### config.mk
export PLATFORM = sky130hd
export DESIGN_NAME = ldpc_enc_sched
export DESIGN_NICKNAME = d
export VERILOG_FILES = /design/src/rtl/ldpc_enc_sched.sv
export SDC_FILE = /design/constraint.sdc
export NUM_CORES = 1
export LEC_CHECK = 0
export BUFFER_PORTS_ARGS = -buffer_cell sky130_fd_sc_hd__buf_4
export CAP_MARGIN = 40
export CORE_MARGIN = 3
export CORE_UTILIZATION = 54
export DETAILED_ROUTE_END_ITERATION = 12
export PLACE_DENSITY = 0.7
export REMOVE_ABC_BUFFERS = 1
export SLEW_MARGIN = 20
export SYNTH_ARGS = -nofsm -noshare
export SYNTH_HDL_FRONTEND = slang
export SYNTH_SLANG_ARGS = --single-unit
### constraint.sdc
create_clock -name clk -period 6 [get_ports clk]
set_clock_uncertainty 0.1 [all_clocks]
set_input_delay 1.2 -clock clk [delete_from_list [all_inputs] [get_ports clk]]
set_output_delay 1.2 -clock clk [all_outputs]
set_load 0.005 [all_outputs]
### src/rtl/ldpc_enc_sched.sv
// Block-serial QC-LDPC parity scheduler: buffers the info circulants, walks the
// prototype shift table one entry per cycle, and XOR-accumulates rotated blocks.
module ldpc_enc_sched #(
    parameter int Z               = 54,
    parameter int NUM_INFO_BLKS   = 20,
    parameter int NUM_PARITY_BLKS = 4,
    parameter int SHIFT_W         = 8
) (
    input  logic                  clk,
    input  logic                  rst,
    input  logic                  in_valid,
    output logic                  in_ready,
    input  logic [Z-1:0]          in_blk,
    output logic                  mem_rd_en,
    output logic [((NUM_PARITY_BLKS > 1) ? $clog2(NUM_PARITY_BLKS) : 1)-1:0] mem_row,
    output logic [((NUM_INFO_BLKS > 1) ? $clog2(NUM_INFO_BLKS) : 1)-1:0]     mem_col,
    input  logic [SHIFT_W-1:0]    mem_shift,
    output logic                  out_valid,
    input  logic                  out_ready,
    output logic [Z-1:0]          out_blk,
    output logic                  out_last,
    output logic                  cfg_err
);

    localparam int unsigned RW = (NUM_PARITY_BLKS > 1) ? $clog2(NUM_PARITY_BLKS) : 1;
    localparam int unsigned CW = (NUM_INFO_BLKS > 1) ? $clog2(NUM_INFO_BLKS) : 1;
    localparam logic [CW-1:0]      LAST_COL = CW'(NUM_INFO_BLKS - 1);
    localparam logic [RW-1:0]      LAST_ROW = RW'(NUM_PARITY_BLKS - 1);
    localparam logic [SHIFT_W:0]   ZLIM     = (SHIFT_W + 1)'(Z);

    typedef enum logic [1:0] {
        LOAD    = 2'd0,
        COMPUTE = 2'd1,
        DRAIN   = 2'd2,
        OUTPUT  = 2'd3
    } state_t;

    state_t          state, state_nxt;
    logic [Z-1:0]    blk_buf [NUM_INFO_BLKS];
    logic [CW-1:0]   cnt;
    logic [CW-1:0]   col;
    logic [CW-1:0]   col_d;
    logic [RW-1:0]   row;
    logic            rd_d;
    logic [Z-1:0]    acc;
    logic [2*Z-1:0]  rot_dbl;
    logic [Z-1:0]    rot;
    logic            shift_legal;
    logic            shift_skip;
    logic            in_fire;
    logic            out_fire;

    always_comb begin
        state_nxt = state;
        in_ready  = 1'b0;
        mem_rd_en = 1'b0;
        mem_row   = '0;
        mem_col   = '0;
        out_valid = 1'b0;
        out_blk   = '0;
        out_last  = 1'b0;
        unique case (state)
            LOAD: begin
                in_ready = 1'b1;
                if (in_valid && (cnt == LAST_COL))
                    state_nxt = COMPUTE;
            end
            COMPUTE: begin
                mem_rd_en = 1'b1;
                mem_row   = row;
                mem_col   = col;
                if (col == LAST_COL)
                    state_nxt = DRAIN;
            end
            DRAIN: state_nxt = OUTPUT;
            OUTPUT: begin
                out_valid = 1'b1;
                out_blk   = acc;
                out_last  = (row == LAST_ROW);
                if (out_ready)
                    state_nxt = (row == LAST_ROW) ? LOAD : COMPUTE;
            end
            default: state_nxt = LOAD;
        endcase
    end

    assign in_fire  = in_valid && in_ready;
    assign out_fire = out_valid && out_ready;

    // Rotate-left by s: upper half of the doubled vector shifted left by s.
    always_comb begin
        rot_dbl = {blk_buf[col_d], blk_buf[col_d]} << mem_shift;
        rot     = rot_dbl[2*Z-1:Z];
    end

    assign shift_skip  = &mem_shift;
    assign shift_legal = !mem_shift[SHIFT_W-1] && ({1'b0, mem_shift} < ZLIM);

    always_ff @(posedge clk) begin
        if (in_fire)
            blk_buf[cnt] <= in_blk;
    end

    always_ff @(posedge clk) begin
        if (rst) begin
            state   <= LOAD;
            cnt     <= '0;
            col     <= '0;
            col_d   <= '0;
            row     <= '0;
            rd_d    <= 1'b0;
            acc     <= '0;
            cfg_err <= 1'b0;
        end else begin
            state <= state_nxt;
            rd_d  <= mem_rd_en;
            col_d <= col;

            // Shift data returns one cycle after the read; DRAIN covers the last entry.
            if (rd_d) begin
                if (shift_legal)
                    acc <= acc ^ rot;
                else if (!shift_skip)
                    cfg_err <= 1'b1;
            end

            if (in_fire) begin
                if (cnt == LAST_COL) begin
                    cnt <= '0;
                    row <= '0;
                    col <= '0;
                    acc <= '0;
                end else begin
                    cnt <= cnt + 1'b1;
                end
            end

            if (mem_rd_en)
                col <= (col == LAST_COL) ? '0 : col + 1'b1;

            if (out_fire) begin
                acc <= '0;
                col <= '0;
                if (row == LAST_ROW) begin
                    row <= '0;
                    cnt <= '0;
                end else begin
                    row <= row + 1'b1;
                end
            end
        end
    end

endmodule

==> impl_summary.md, run 1 <==
Final layout
The area growth from synthesis to layout is 13.4%. The net count reported at finish is ~3500. Of the cells placed in the final design, the portion with a size suffix greater than 1 is 0.184. The multi-input combinational cells in the finished layout cover a total of 0.0153 mm2. Measured on the finished design, the core utilization comes to 0.619. The layout filler cell count is 6729.

The area of all sequential standard cells is roughly 0.034 mm2.

Power
The design internal power is 0.0131 W. Summed over all cells, the static leakage comes to 17.7 nW. The proportion of power drawn by the clock network is 0.412.

The switching portion of total power is 0.222. The share of total power in sequential cells is 0.528. In this run the power spent charging and discharging nets is 0.00374 W. The combinational power share is 0.060. Summing internal, switching and leakage power gives between 0.015 and 0.02 W. The worst ir drop on vdd is 0.000246 V.

The power per standard cell area is 296 mW/mm2.

Die
The number of rows in the core area is 111. The I/O pin total is between 100 and 150. The area of the core is 0.0919 mm2. The vertical die dimension is between 300 and 400 um.

The floorplan step defined a die boundary enclosing between 0.09 and 0.1 mm2. From left edge to right edge, the die measures 311 um. For this configuration, the core starts out at a cell density of 0.546.

Route
After the first detailed-routing iteration, the DRC count stood at 4053. The routed via count divided by cell count is between 6 and 7. The routed via count is 31400.

The final layout contains routed wiring with a total length of 151000 um. The post-route antenna net violation count is 0. For this run, design rule violations remaining after detail routing come to 0. The average routed wire per standard cell is about 32 um.

The count of TritonRoute iterations in the first routing pass is 6.

Logic synthesis
After synthesis the cells add up to 0.0502 mm2. Of the synthesized area, sequential elements account for 0.676. In this run, synthesis inferred 1080 flip-flops with an integrated enable. Synthesis instantiated between 80 and 90 different standard cells from the library. The flip-flop and latch count after synthesis is 1155.

For this run, the number of Yosys warnings is 0. The dominant synthesized flop cell is sky130_fd_sc_hd__edfxtp_1. The async set or reset register ratio after synthesis is 0. The number of standard cells after synthesis is 3192. The mean area per synthesized cell is 15.7 um2.

Timing
The number of slew-limit violations in the final report is 0. Derived from the worst setup path, the maximum achievable clock frequency is 0.208 GHz. The transition time at the pin with the least slew margin is 1.05 ns. Headroom to the max-slew limit came out at 0.301. Setup repair after global routing left no endpoint under its margin. Dividing the final minimum period by the clock period gives 0.801. In the final timing run, aggregate negative setup slack is 0 ns.

The post-layout worst setup margin is 1.19 ns. The final-report setup violation count is 0. The total count of hold-check failures in the final report came to 0. The clock period minus final worst setup slack is a little under 5 ns. The hold slack is roughly 0.37 ns.

Clocking
No sink is reached through more buffers than the 3 on the longest clock path. Counting the buffers created by CTS gives around 110. The number of cells upsized or downsized after cts is 0. Counting every sink on the clock net gives 1155. The hold buffer count at CTS is 0. The clock-pin slew reported for the worst setup and hold paths after clock tree synthesis is 0.06 ns. The post-CTS setup buffer count is 0. TritonCTS built the clock tree.

The cell at the root of the clock tree is sky130_fd_sc_hd__clkbuf_16. The clock insertion delay at the later pin of the skew report is 0.73 ns. CTS built an H-tree with a depth of 3.

Placed design
Routability-driven placement finished with a final weighted congestion of 0.998. The number of buffers added on ports is approximately 130. Summed over all nets, the half-perimeter wirelength after detailed placement is approximately 100000 um. Before CTS, the worst setup slack after placement is 1.26 ns.

Critical path
Walking the worst path, the cells encountered are buf_12 -> buf_4 -> mux2i_1 -> a22oi_1 -> nand3_1 -> and3_1 -> mux4_2 -> a222oi_1 -> o22ai_1 -> a311oi_1 -> o21a_1 -> nor3_1. The data required time of the worst path is 6.47 ns. In this design, the stage delay of the slowest critical-path cell is roughly 0.76 ns. The endpoint kind of the worst setup timing path is a flip-flop. The critical path is of the reg2reg type. For this design, the slowest cell found on the critical path is sky130_fd_sc_hd__dfxtp_4.

Counting both buffers and inverters, the worst setup path holds a total of 2. The cell class contributing the biggest share of worst-path delay is compound AO/OA/AOI/OAI gates. The worst setup path is launched from a flip-flop. The data arrival time of the worst path is 5.27 ns. The largest fanout on the critical path is 34.

Global route
The largest net degree at the start of global routing is 65. Across every metal layer, demand over resource in global routing totals 0.309. The global-route congestion overflow total is 0. The first-pass GRT wire length is 219000 um. The via count of the first global-routing pass is 30600. The number of antenna violations at the first check in global routing is 5.

Status
The run finished with clean final reports.

Flow run
Across the run, the number of max-cap violations was 0.

Worst hold path
In this run the worst hold path is classified as reg2reg.
==> power groups by stage <==
stage          sequential (W)  combinational [W]  clock (W)
2_1_floorplan         0.00907           0.000490          0
3_3_place_gp          0.00906           0.000963          0
3_5_place_dp          0.00906           0.000979          0
4_1_cts               0.00889           0.000982    0.00699
5_1_grt               0.00889            0.00105    0.00734
6_report              0.00889            0.00101    0.00693
==> cell type report <==
class | instances | area share
multi-input cells | 1814 | 0.269
well taps | 1243 | 0.0273
clock buffers | 145 | 0.0523
diodes | 3 | 0.000132
inverters | 21 | 0.00141
flip-flops and latches | 1155 | 0.596
clock inverters | 65 | 0.0117
repair buffers | 270 | 0.0422
==> metal layers <==
metal | track usage | routed length [um] | vias to the layer above
li1 | - | - | 13300
met1 | 0.450 | 61900 | 16100
met2 | 0.467 | 68400 | 1780
met3 | 0.0590 | 14200 | 292
met4 | 0.119 | 6590 | 2
met5 | 0 | 15 | -
==> layout by cell type (no fill, tap or decap), types with 11 or more instances in the layout <==
cell	netlist	layout
sky130_fd_sc_hd__edfxtp_1	1080	1080
sky130_fd_sc_hd__mux2i_1	479	479
sky130_fd_sc_hd__buf_4	26	240
sky130_fd_sc_hd__o22ai_1	160	160
sky130_fd_sc_hd__mux4_2	116	116
sky130_fd_sc_hd__clkbuf_16	0	113
sky130_fd_sc_hd__nand2_1	113	112
sky130_fd_sc_hd__a22oi_1	108	108
sky130_fd_sc_hd__nand3_1	100	100
sky130_fd_sc_hd__nor2_1	109	89
sky130_fd_sc_hd__and2_1	86	85
sky130_fd_sc_hd__nor3_1	76	76
sky130_fd_sc_hd__dfxtp_1	75	72
sky130_fd_sc_hd__a21oi_1	38	38
sky130_fd_sc_hd__o21a_1	38	38
sky130_fd_sc_hd__a211oi_1	34	34
sky130_fd_sc_hd__nand4_1	31	31
sky130_fd_sc_hd__clkbuf_1	93	29
sky130_fd_sc_hd__and3_1	28	28
sky130_fd_sc_hd__clkinv_1	5	27
sky130_fd_sc_hd__o211ai_1	27	27
sky130_fd_sc_hd__buf_12	0	27
sky130_fd_sc_hd__o21ai_0	25	25
sky130_fd_sc_hd__nor2_4	0	21
sky130_fd_sc_hd__a31oi_1	17	17
sky130_fd_sc_hd__a221oi_1	17	17
sky130_fd_sc_hd__inv_1	16	16
sky130_fd_sc_hd__clkinv_2	0	15
sky130_fd_sc_hd__nor3_2	13	13
sky130_fd_sc_hd__a211oi_2	12	12
sky130_fd_sc_hd__nor4_1	11	11
==> worst paths after layout <==
kind / slack (ns) / startpoint / end / cells after the start
worst max-delay path: 1.19 / flip-flop / acc[21]$_SDFF_PP0_ / 12
worst min register to register: 0.37 / acc[50]$_SDFF_PP0_ / acc[50]$_SDFF_PP0_ / 2
worst max register to register: 1.19 / flip-flop / acc[21]$_SDFF_PP0_ / 12
worst min-delay path: 0.37 / acc[50]$_SDFF_PP0_ / acc[50]$_SDFF_PP0_ / 2
==> synthesized netlist by cell type, drive strengths merged (38+ instances only) <==
library cell	n	area, um2
nand2	114	430
edfxtp	1080	32400
buf	108	748
mux2i	479	4790
mux4	116	2610
clkbuf	94	354
a211oi	46	405
and2	91	579
o21a	38	285
a22oi	109	823
a21oi	38	190
nor3	89	510
dfxtp	75	1500
nor2	110	415
o22ai	163	1040
nand3	100	500
==> per-stage QoR <==
step	std cells	area, um2
after global routing	4715	56900
after global placement	4493	53100
after floorplan	2990	49100
final	4716	56900
after detailed placement	4501	53200
after CTS	4711	56900
==> sequential cells by signal, indices dropped and copies added, names as in the netlist, named ones only <==
| name | count |
|---|---|
| rd_d | 1 |
| acc | 54 |
| col | 5 |
| cfg_err | 1 |
| state | 2 |
| blk_buf | 1080 |
| row | 2 |
| cnt | 5 |
==> worst register-to-register path, stage by stage (launching register included) <==
cell,delay [ns]
sky130_fd_sc_hd__dfxtp_4,0.76
sky130_fd_sc_hd__buf_12,0.37
sky130_fd_sc_hd__buf_4,0.45
sky130_fd_sc_hd__mux2i_1,0.13
sky130_fd_sc_hd__a22oi_1,0.31
sky130_fd_sc_hd__nand3_1,0.14
sky130_fd_sc_hd__and3_1,0.25
sky130_fd_sc_hd__mux4_2,0.60
sky130_fd_sc_hd__a222oi_1,0.71
sky130_fd_sc_hd__o22ai_1,0.25
sky130_fd_sc_hd__a311oi_1,0.38
sky130_fd_sc_hd__o21a_1,0.18
sky130_fd_sc_hd__nor3_1,0.04
==> logic make-up (layout without fill, tap and decap cells) <==
| family | Yosys count | after routing | synth area share |
|---|---|---|---|
| simple gates | 633 | 633 | 0.0667 |
| mux | 600 | 600 | 0.149 |
| xor+xnor | 7 | 7 | 0.00122 |
| flops | 1155 | 1155 | 0.676 |
| fa+ha+maj | 9 | 9 | 0.00224 |
| other cells | 0 | 3 | 0 |
| compound gates | 565 | 565 | 0.0814 |
| buf+inv | 223 | 501 | 0.0235 |
Note: power is estimated with default switching activity, not from simulation.
==> inputs of run 2 (changes only) <==
--- a/config.mk
+++ b/config.mk
@@ -10,7 +10,7 @@
 export CORE_MARGIN = 3
 export CORE_UTILIZATION = 54
 export DETAILED_ROUTE_END_ITERATION = 12
-export PLACE_DENSITY = 0.7
+export PLACE_DENSITY = 0.73
 export REMOVE_ABC_BUFFERS = 1
 export SLEW_MARGIN = 20
 export SYNTH_ARGS = -nofsm -noshare
==> constraint.sdc (replaced) <==
create_clock -name clk -period 3.9 [get_ports clk]
set_clock_uncertainty 0.1 [all_clocks]
set_input_delay 0.78 -clock clk [delete_from_list [all_inputs] [get_ports clk]]
set_output_delay 0.78 -clock clk [all_outputs]
set_load 0.005 [all_outputs]
==> run 2 against run 1 <==
The run now ends with setup timing left; sequential cell count unchanged; non-clock buffer count up 353; clock power up 54%; core utilization up 5.4 points; wire length up 5.6%; sequential share of layout area down 4.8 points; count of clock-buffer cells in the layout down 11; largest cell class unchanged.
==> impl_summary.md, run 2 (synthesized netlist as in run 1, its figures left out) <==
Status
Status: finished with violations (was finished, final reports clean). The final reports fail on setup timing.

Critical path
Ordered list of cells on the worst path: or4b_4 -> clkbuf_16 -> o22ai_4 -> nor2_1 -> buf_4 -> and3_4 -> mux4_2 -> a22o_1 -> a221o_1 -> buf_12 -> a221oi_4 -> o21a_1 -> nor3_2 (was buf_12 -> buf_4 -> mux2i_1 -> a22oi_1 -> nand3_1 -> and3_1 -> mux4_2 -> a222oi_1 -> o22ai_1 -> a311oi_1 -> o21a_1 -> nor3_1). The delay contributed by the slowest stage of the critical path is 0.68 ns (was 0.76 ns). The type of element launching the critical path is a flip-flop (unchanged).

The number of cells traversed by the worst register-to-register path is 13 (was 12). The highest-delay cell along the critical path is sky130_fd_sc_hd__or4b_4 (was sky130_fd_sc_hd__dfxtp_4). The critical path class is reg2reg (unchanged). The data arrival time of the worst path is 4.50 ns (was 5.27 ns). The destination of the worst register-to-register timing path is acc[48]$_SDFF_PP0_ (was acc[21]$_SDFF_PP0_). The data required time of the worst path is 4.38 ns (was 6.47 ns). The slack of the worst reg-to-reg path was -0.11 ns (was 1.19 ns). The endpoint kind of the worst setup timing path is a flip-flop (unchanged). The largest fanout on the critical path is 6 (was 34).

Global route
The number of antenna violations at the first check in global routing was 5 (unchanged). The via count of the first global-routing pass is 32900 (was 30600). The largest net degree at the start of global routing came to 64 (was 65).

The global-route usage over all layers is 0.321 (was 0.309). The first-pass GRT wire length was 228000 um (was 219000 um). The global-route congestion overflow total is 0 (unchanged).

Timing
The top achievable clock speed is 0.249 GHz (was 0.208 GHz). The transition time at the pin with the least slew margin was 0.946 ns (was 1.05 ns). The number of slew-limit violations in the final report was 0 (unchanged). The total count of hold-check failures in the final report was 0 (unchanged). The post-route clock period utilization came to 1.03 (was 0.801). The post-layout worst setup margin is -0.112 ns (was 1.19 ns).

The clock period minus final worst setup slack is 4.01 ns (was 4.81 ns). The sum of negative setup slack is -0.740 ns (was 0 ns). The relative slew slack is 0.370 (was 0.301). The hold slack is 0.247 ns (was 0.374 ns). Unrepaired setup endpoints after global routing: yes (was no). The final-report setup violation count is 19 (was 0).

Route
The wire length on met2 was 74600 um (was 68400 um). The count of TritonRoute iterations in the first routing pass is 5 (was 6). The routed via count is 33300 (was 31400). The average routed wire per standard cell was 31.4 um (was 32.0 um). The routed wire length is 159000 um (was 151000 um).

The routed via count divided by cell count is 6.55 (was 6.67). The total length of routed met3 wires is 14600 um (was 14200 um). The number of violations reported at the end of detailed-routing iteration 0 is 4009 (was 4053). The post-route antenna net violation count came to 0 (unchanged). The top routing layer in use is met4 (was met5). The total routed wire length on the met1 layer came to 62700 um (was 61900 um). The DRC violations left is 0 (unchanged).

Flow run
The max-capacitance violation count is 0 (unchanged).

Clocking
The H-tree depth is 3 (unchanged). The CTS buffer count is 112 (was 113). The hold buffer count at CTS is 0 (unchanged).

The TritonCTS clock tree is built (unchanged). The buffer depth of the longest clock path came to 3 (unchanged). The clock insertion delay at the later pin of the skew report is 0.72 ns (was 0.73 ns). The clock-pin slew reported for the worst setup and hold paths after clock tree synthesis is 0.07 ns (was 0.06 ns). The number of clock sinks is 1155 (unchanged). The cell at the root of the clock tree is sky130_fd_sc_hd__clkbuf_16 (unchanged).

Final layout
The net count reported at finish came to 3802 (was 3450). The flip-flop count of the largest register, all copies and words added is 1080 (unchanged). The fraction of layout cells with a size suffix above 1 is 0.311 (was 0.184). The leading cell type in the layout, fill and taps excluded is sky130_fd_sc_hd__edfxtp_1 (unchanged). The area of all sequential standard cells is 0.0339 mm2 (unchanged). The post-layout instance count excluding filler cells was 5073 (was 4716).

The area growth from synthesis to layout came to 23.3% (was 13.4%). The register with the most flip-flops is blk_buf (unchanged). The layout filler cell count is 6240 (was 6729). Commonest cells after routing, fill and taps aside: 1080 x sky130_fd_sc_hd__edfxtp_1, 504 x sky130_fd_sc_hd__buf_4, 459 x sky130_fd_sc_hd__mux2i_1, 121 x sky130_fd_sc_hd__clkbuf_16, 118 x sky130_fd_sc_hd__o22ai_1 (was 1080 x sky130_fd_sc_hd__edfxtp_1, 479 x sky130_fd_sc_hd__mux2i_1, 240 x sky130_fd_sc_hd__buf_4, 160 x sky130_fd_sc_hd__o22ai_1, 116 x sky130_fd_sc_hd__mux4_2).

Registers with the highest flip-flop counts: blk_buf (1080), acc (54) (unchanged). The area of the multi-input gates is 0.0166 mm2 (was 0.0153 mm2).

Power
The worst ir drop on vdd is 0.000477 V (was 0.000246 V). The total power is 0.0264 W (was 0.0168 W). The power per standard cell area came to 427 mW/mm2 (was 296 mW/mm2). The leakage power is 20.1 nW (was 17.7 nW).

Placed design
The pre-CTS setup slack is -0.312 ns (was 1.26 ns). The detailed-placement wirelength estimate came to 104000 um (was 99600 um). The weighted congestion at the end of routability-driven global placement is 1.02 (was 0.998). The number of buffers added on ports is 131 (unchanged). The total instance count after detailed placement was 4809 (was 4501).

Die
The vertical die dimension is 311 um (unchanged). The number of rows in the core area came to 111 (unchanged). The width of the die is 311 um (unchanged). The floorplan die area was 0.0966 mm2 (unchanged). The I/O pin total was 132 (unchanged). The area of the core came to 0.0919 mm2 (unchanged).

The starting density of the core is 0.546 (unchanged).

Worst hold path
The class of the tightest hold or removal check is in2reg (was reg2reg). The instance count along the most critical hold path came to 2 (unchanged). The startpoint of the most critical hold path was rst (was acc[50]$_SDFF_PP0_). The end point of the worst hold path is cfg_err$_SDFFE_PP0P_ (was acc[50]$_SDFF_PP0_).
==> run 2: worst max-delay path: cells and delay by family, from the launching register on <==
family,cells,cell delay [ns]
simple gates,4,0.97
mux,1,0.55
flops,1,0.33
buf+inv,3,0.57
compound gates,5,1.34
==> run 2: cell type report <==
cell class,count,area share
clock buffers,134,0.0470
clock inverters,78,0.0117
multi-input cells,1814,0.268
flip-flops and latches,1155,0.549
repair buffers,623,0.0977
well taps,1243,0.0251
inverters,21,0.00129
diodes,5,0.000202
==> run 2: power breakdown <==
| part | total (W) | switching, W | internal (W) |
|---|---|---|---|
| Combinational | 0.00203 | 0.00123 | 0.000798 |
| Clock | 0.0107 | 0.00466 | 0.00607 |
| Sequential | 0.0137 | 0.0000295 | 0.0137 |
==> run 2: how the worst max path moves through the flow <==
stage / start / endpoint / slack (ns) / cells past startpoint
final: flip-flop / acc[48]$_SDFF_PP0_ / -0.11 / 13
after floorplan: flip-flop / acc[17]$_SDFF_PP0_ / -16.08 / 10
after CTS: flip-flop / acc[11]$_SDFF_PP0_ / -0.04 / 16
after global routing: flip-flop / acc[46]$_SDFF_PP0_ / -0.17 / 14
after global placement: flip-flop / acc[8]$_SDFF_PP0_ / -0.32 / 14
after detailed placement: flip-flop / acc[43]$_SDFF_PP0_ / -0.31 / 14
==> run 2: routing by layer <==
| layer | GRT usage | up-vias |
|---|---|---|
| met4 | 0.139 | 0 |
| met3 | 0.0501 | 382 |
| met2 | 0.509 | 1844 |
| met5 | 0 | - |
| met1 | 0.447 | 17000 |
| li1 | - | 14000 |
==> run 2: what timing repair did <==
action | CTS | global route
endpoints found under the setup margin | 51 | 53
gates cloned | 3 | 9
gates resized for setup | 84 | 236
pin swaps | 13 | 70
buffers inserted | 11 | 28
==> run 2: metrics by stage <==
stage | utilization | area, um2
final | 0.673 | 61900
after global routing | 0.673 | 61800
after floorplan | - | 49100
after global placement | 0.609 | 56000
after detailed placement | 0.609 | 56000
after CTS | 0.655 | 60200
